File: config.mk
export PLATFORM = sky130hd
export DESIGN_NAME = rv32_register_file_flat
export DESIGN_NICKNAME = d
export VERILOG_FILES = /design/src/rtl/rv32_register_file_if.sv /design/src/rtl/rv32_register_file.sv /design/src/flat_wrapper.sv
export SDC_FILE = /design/constraint.sdc
export NUM_CORES = 2
export LEC_CHECK = 0
export ABC_AREA = 1
export CAP_MARGIN = 5
export CORE_MARGIN = 2
export CORE_UTILIZATION = 67
export CTS_BUF_LIST = sky130_fd_sc_hd__clkbuf_4 sky130_fd_sc_hd__clkbuf_8 sky130_fd_sc_hd__clkbuf_16
export DETAILED_ROUTE_END_ITERATION = 12
export DONT_BUFFER_PORTS = 1
export PLACE_DENSITY_LB_ADDON = 0.15
export SYNTH_ARGS = -nofsm -noshare
export SYNTH_HDL_FRONTEND = slang
export SYNTH_SLANG_ARGS = --single-unit
File: constraint.sdc
create_clock -name i_clock -period 82.7 [get_ports i_clock]
set_input_delay 16.54 -clock i_clock [delete_from_list [all_inputs] [get_ports i_clock]]
set_output_delay 16.54 -clock i_clock [all_outputs]
set_load 0.1 [all_outputs]
File: src/rtl/rv32_register_file_if.sv
// Register-file access bundle between the core datapath and the register file.
// The core (master) supplies decoded indices, format flags and write data;
// the register file (slave) returns the two operand values combinationally.
interface rv32_register_file_if;
   logic [4:0]  rs1_idx;     // source register 1 index, instruction[19:15]
   logic [4:0]  rs2_idx;     // source register 2 index, instruction[24:20]
   logic [4:0]  rd_idx;      // destination index, instruction[11:7]
   logic        need_rs1;    // instruction format reads rs1
   logic        need_rs2;    // instruction format reads rs2
   logic        need_rd;     // instruction format writes rd
   logic [31:0] rs1;         // operand 1 read data
   logic [31:0] rs2;         // operand 2 read data
   logic [31:0] rd;          // write data for rd
   logic        wr_request;  // level-sensitive retire-time write request

   modport master (
      output rs1_idx, rs2_idx, rd_idx,
      output need_rs1, need_rs2, need_rd,
      output rd, wr_request,
      input  rs1, rs2
   );

   modport slave (
      input  rs1_idx, rs2_idx, rd_idx,
      input  need_rs1, need_rs2, need_rd,
      input  rd, wr_request,
      output rs1, rs2
   );
endinterface

File: src/rtl/rv32_register_file.sv
// RV32I integer register file: 31 writable 32-bit registers plus x0 tied to zero.
// Two combinational read ports, one synchronous write port. Reset clears every
// register asynchronously, so the storage is built from flops rather than RAM.
// Reads see the stored value only; there is no write-to-read bypass, so a read
// of the register being written returns the old value until the clock edge.
module rv32_register_file (
   input  logic                       i_clock,
   input  logic                       i_reset,
   rv32_register_file_if.slave        bus
);

   // Qualified write: a request only commits when the format writes rd and
   // the destination is not x0.
   logic        wr_en;
   logic [31:0] wr_sel;
   logic [31:0] reg_view [32];
   logic [31:0] rs1_next;
   logic [31:0] rs2_next;

   assign wr_en = bus.wr_request && bus.need_rd && (bus.rd_idx != 5'd0);

   // x0 is hardwired to zero and never stored.
   assign reg_view[0] = 32'h0000_0000;
   assign wr_sel[0]   = 1'b0;

   genvar gi;
   generate
      for (gi = 1; gi < 32; gi = gi + 1) begin : g_reg
         logic [31:0] value_reg;

         // One-hot write select for this register.
         assign wr_sel[gi] = wr_en && (bus.rd_idx == gi[4:0]);

         // Storage for register gi: async clear, load on selected write.
         always_ff @(posedge i_clock or posedge i_reset) begin
            if (i_reset) begin
               value_reg <= 32'h0000_0000;
            end else if (wr_sel[gi]) begin
               value_reg <= bus.rd;
            end
         end

         assign reg_view[gi] = value_reg;
      end
   endgenerate

   // Read port 1: masked by the format flag, x0 and reset.
   always_comb begin
      rs1_next = 32'h0000_0000;
      if (!i_reset && bus.need_rs1 && (bus.rs1_idx != 5'd0)) begin
         rs1_next = reg_view[bus.rs1_idx];
      end
   end

   // Read port 2: same masking, independent of port 1 and the write index.
   always_comb begin
      rs2_next = 32'h0000_0000;
      if (!i_reset && bus.need_rs2 && (bus.rs2_idx != 5'd0)) begin
         rs2_next = reg_view[bus.rs2_idx];
      end
   end

   assign bus.rs1 = rs1_next;
   assign bus.rs2 = rs2_next;

endmodule

File: src/flat_wrapper.sv
// flat-port wrapper written by rule: the top's interface ports become plain ports
module rv32_register_file_flat 
  (i_clock, i_reset, bus_rs1_idx, bus_rs2_idx, bus_rd_idx, bus_need_rs1, bus_need_rs2, bus_need_rd, bus_rd, bus_wr_request, bus_rs1, bus_rs2);
  rv32_register_file_if bus_i ();
  input  logic i_clock;
  input  logic i_reset;
  input wire logic [$bits(bus_i.rs1_idx)-1:0] bus_rs1_idx;
  input wire logic [$bits(bus_i.rs2_idx)-1:0] bus_rs2_idx;
  input wire logic [$bits(bus_i.rd_idx)-1:0] bus_rd_idx;
  input wire logic [$bits(bus_i.need_rs1)-1:0] bus_need_rs1;
  input wire logic [$bits(bus_i.need_rs2)-1:0] bus_need_rs2;
  input wire logic [$bits(bus_i.need_rd)-1:0] bus_need_rd;
  input wire logic [$bits(bus_i.rd)-1:0] bus_rd;
  input wire logic [$bits(bus_i.wr_request)-1:0] bus_wr_request;
  output wire logic [$bits(bus_i.rs1)-1:0] bus_rs1;
  output wire logic [$bits(bus_i.rs2)-1:0] bus_rs2;
  assign bus_i.rs1_idx = bus_rs1_idx;
  assign bus_i.rs2_idx = bus_rs2_idx;
  assign bus_i.rd_idx = bus_rd_idx;
  assign bus_i.need_rs1 = bus_need_rs1;
  assign bus_i.need_rs2 = bus_need_rs2;
  assign bus_i.need_rd = bus_need_rd;
  assign bus_i.rd = bus_rd;
  assign bus_i.wr_request = bus_wr_request;
  assign bus_rs1 = bus_i.rs1;
  assign bus_rs2 = bus_i.rs2;
  rv32_register_file u_core (.i_clock(i_clock), .i_reset(i_reset), .bus(bus_i));
endmodule
==> results.cfg <==
[placement]
io_buffer_count = 0
dp_hpwl_um = 105000
dpl_cell_area_um2 = 56900
globalplace.congestion = 0.885

[synthesis]
synth_fp_nets = 8692
yosysUniqueCellTypes = 23
synth_edf_count = 0
avgSynthCellArea_um2 = 6.63
ys_ff_latch = 992
synth-warning-count = 0
post-synth-top-count-cell = nand2_1
synth_top_cell_by_area = dfrtp_1
synth_area_leaders = dfrtp_1 43%, nand2_1 21%, nand3_1 9.2%
syn-cell-area_um2 = 57300
ys_top_cells_by_count = 3,146 x nand2_1, 1,051 x nand3_1, 992 x dfrtp_1
ys.flop_type = dfrtp_1
synthArstFlopShare_pct = 100
synth.yosys.seq_area_share_pct = 43.3
post-synth-top-area-fraction_pct = 43.3
synthCells = 8639

[drt]
antenna_left = 0
drt_iter0_drc = 9696
avgViaCountPerCell = 6.26
vias = 58900
drtPass1Iterations = 9
wl_per_cell_um = 22.2
drcViolationCount = 0
wl_um = 209000

[clocking]
ctsHtreeMaxLevel = 3
cts_tree = done
clock_path_buffers = 3
post_cts_buffers = 0
clockRootBuffer = clkbuf_16
clkTransAtPathRegs_ns = 0.06
insertion_delay_ns = 0.70
postCtsHoldBufs = 0
cts_sinks = 992
post_cts_resized = 0
cts-buffers-inserted = 107

[timing]
worst_pin_slew_ns = 1.51
skew_ns = 0
final.period_utilization_pct = 45.8
finalMaxSlewViolations = 24
slew_headroom_pct = -0.401
setup_viol = 0
setup_tns_ns = 0
max_freq_ghz = 0.0264
rsz0062_at_grt = no
final_hold_viol_count = 0
period_needed_ns = 37.86

[global_route]
grt_pass1_vias = 54600
grt_use_total_pct = 47.4
grt_pass1_wl_um = 318000
antenna_found_initial = 9
grt_start_max_net_pins = 593
grt_overflow = 0

[worst_setup_path]
cp-end-kind = output pin
critPathLaunchType = primary input
crit_required_ns = 66.16
path_max_fanout = 592
critical_path_class = in2out
cp.arrival_ns = 21.32

[floorplan]
die_x_um = 296
die_h_um = 296
coreArea_um2 = 84900
rows = 107
dieArea_um2 = 87800
pin_count = 117
start_util_pct = 67.5

[cells_and_area]
layout-drive-gt1-share_pct = 5.22
largest_reg_flops = 992
stdcell_area_um2 = 60800
area_growth_pct = 6.12
final_nets = 8216

[power]
power.density_nw_per_um2 = 22.2
peakVddDrop_uv = 19.0
p_leak_nw = 29.8

[flow_run]
cap_violations = 0

[outcome]
status = finished with violations
violations = slew limit

[min_path]
hp-class = reg2reg
==> per-stage QoR <==
step                power (W)  setup WS [ns]  util (%)  hold slack (ns)  instances
floorplan            0.000778          26.02         -            0.453       8639
global placement     0.000810          45.74      67.0            0.465       9198
detailed placement   0.000820          45.70      67.0            0.472       9198
CTS                   0.00134          45.68      71.6            0.487       9396
global route          0.00140          45.14      71.6            0.498       9398
finish                0.00135          44.84      71.6            0.483       9399
==> worst max-delay path, cell delays in order <==
cell,delay [ns]
inv_8,0.99
buf_4,0.71
buf_4,0.79
nand2_1,0.14
nand3_1,0.12
nand2_1,0.08
nand2_1,0.07
nand3_1,0.08
nand3_1,0.13
nand2_1,0.08
nor2_2,0.90
==> cells by family after synthesis <==
logic type,count (synthesis),synth area share (%)
compound gates,1361,12.3
simple gates,4787,33.9
buf+inv,1499,10.4
flops,992,43.3
==> routing by layer <==
layer | routed length [um] | GRT usage (%)
met5 | 94 | 0
met4 | 15900 | 30.8
met1 | 73200 | 60.3
met3 | 33800 | 16.2
met2 | 85900 | 69.2
==> power breakdown <==
group | internal (W) | total, W | switching, W
clock | 0.000316 | 0.000525 | 0.000208
sequential | 0.000550 | 0.000592 | 0.0000423
combinational | 0.0000760 | 0.000230 | 0.000154
total | 0.000942 | 0.00135 | 0.000405
==> cell usage in the layout (no fill, tap or decap), drive strengths merged <==
master    synthesis  final
diode             0      3
clkbuf          351    163
clkinvlp          0      3
or2              19     19
a21oi           127    127
inv             810    810
nand4            17     17
buf             335    101
o211ai           89     89
clkinv            3     23
bufinv            0     12
nor2            534    534
o21ai          1145   1145
nand2          3166   3166
dfrtp           992    992
nand3          1051   1051
==> final cells by class <==
class,instances,area (um^2)
antenna,3,7.51
fill,7142,24100
multi-input combinational,6148,26700
clock buffer,163,3360
timing repair buffer,101,808
inverter,813,3090
sequential,992,24800
clock inverter,35,524
tap,1144,1430
==> path summary, 6_finish.rpt <==
| kind | end | cells past startpoint | slack, ns | startpoint |
|---|---|---|---|---|
| max in group asynchronous | u_core.g_reg[16].value_reg[27] | 5 | 63.15 | i_reset |
| max reg2reg | u_core.g_reg[17].value_reg[22] | 2 | 81.91 | u_core.g_reg[17].value_reg[22] |
| min in group asynchronous | u_core.g_reg[31].value_reg[2] | 1 | 15.77 | i_reset |
| min | u_core.g_reg[31].value_reg[22] | 2 | 0.48 | u_core.g_reg[31].value_reg[22] |
| max | bus_rs1[7] | 11 | 44.84 | bus_rs1_idx[0] |
| min reg2reg | u_core.g_reg[31].value_reg[22] | 2 | 0.48 | u_core.g_reg[31].value_reg[22] |
No activity file was read; power rests on OpenSTA's default activity.
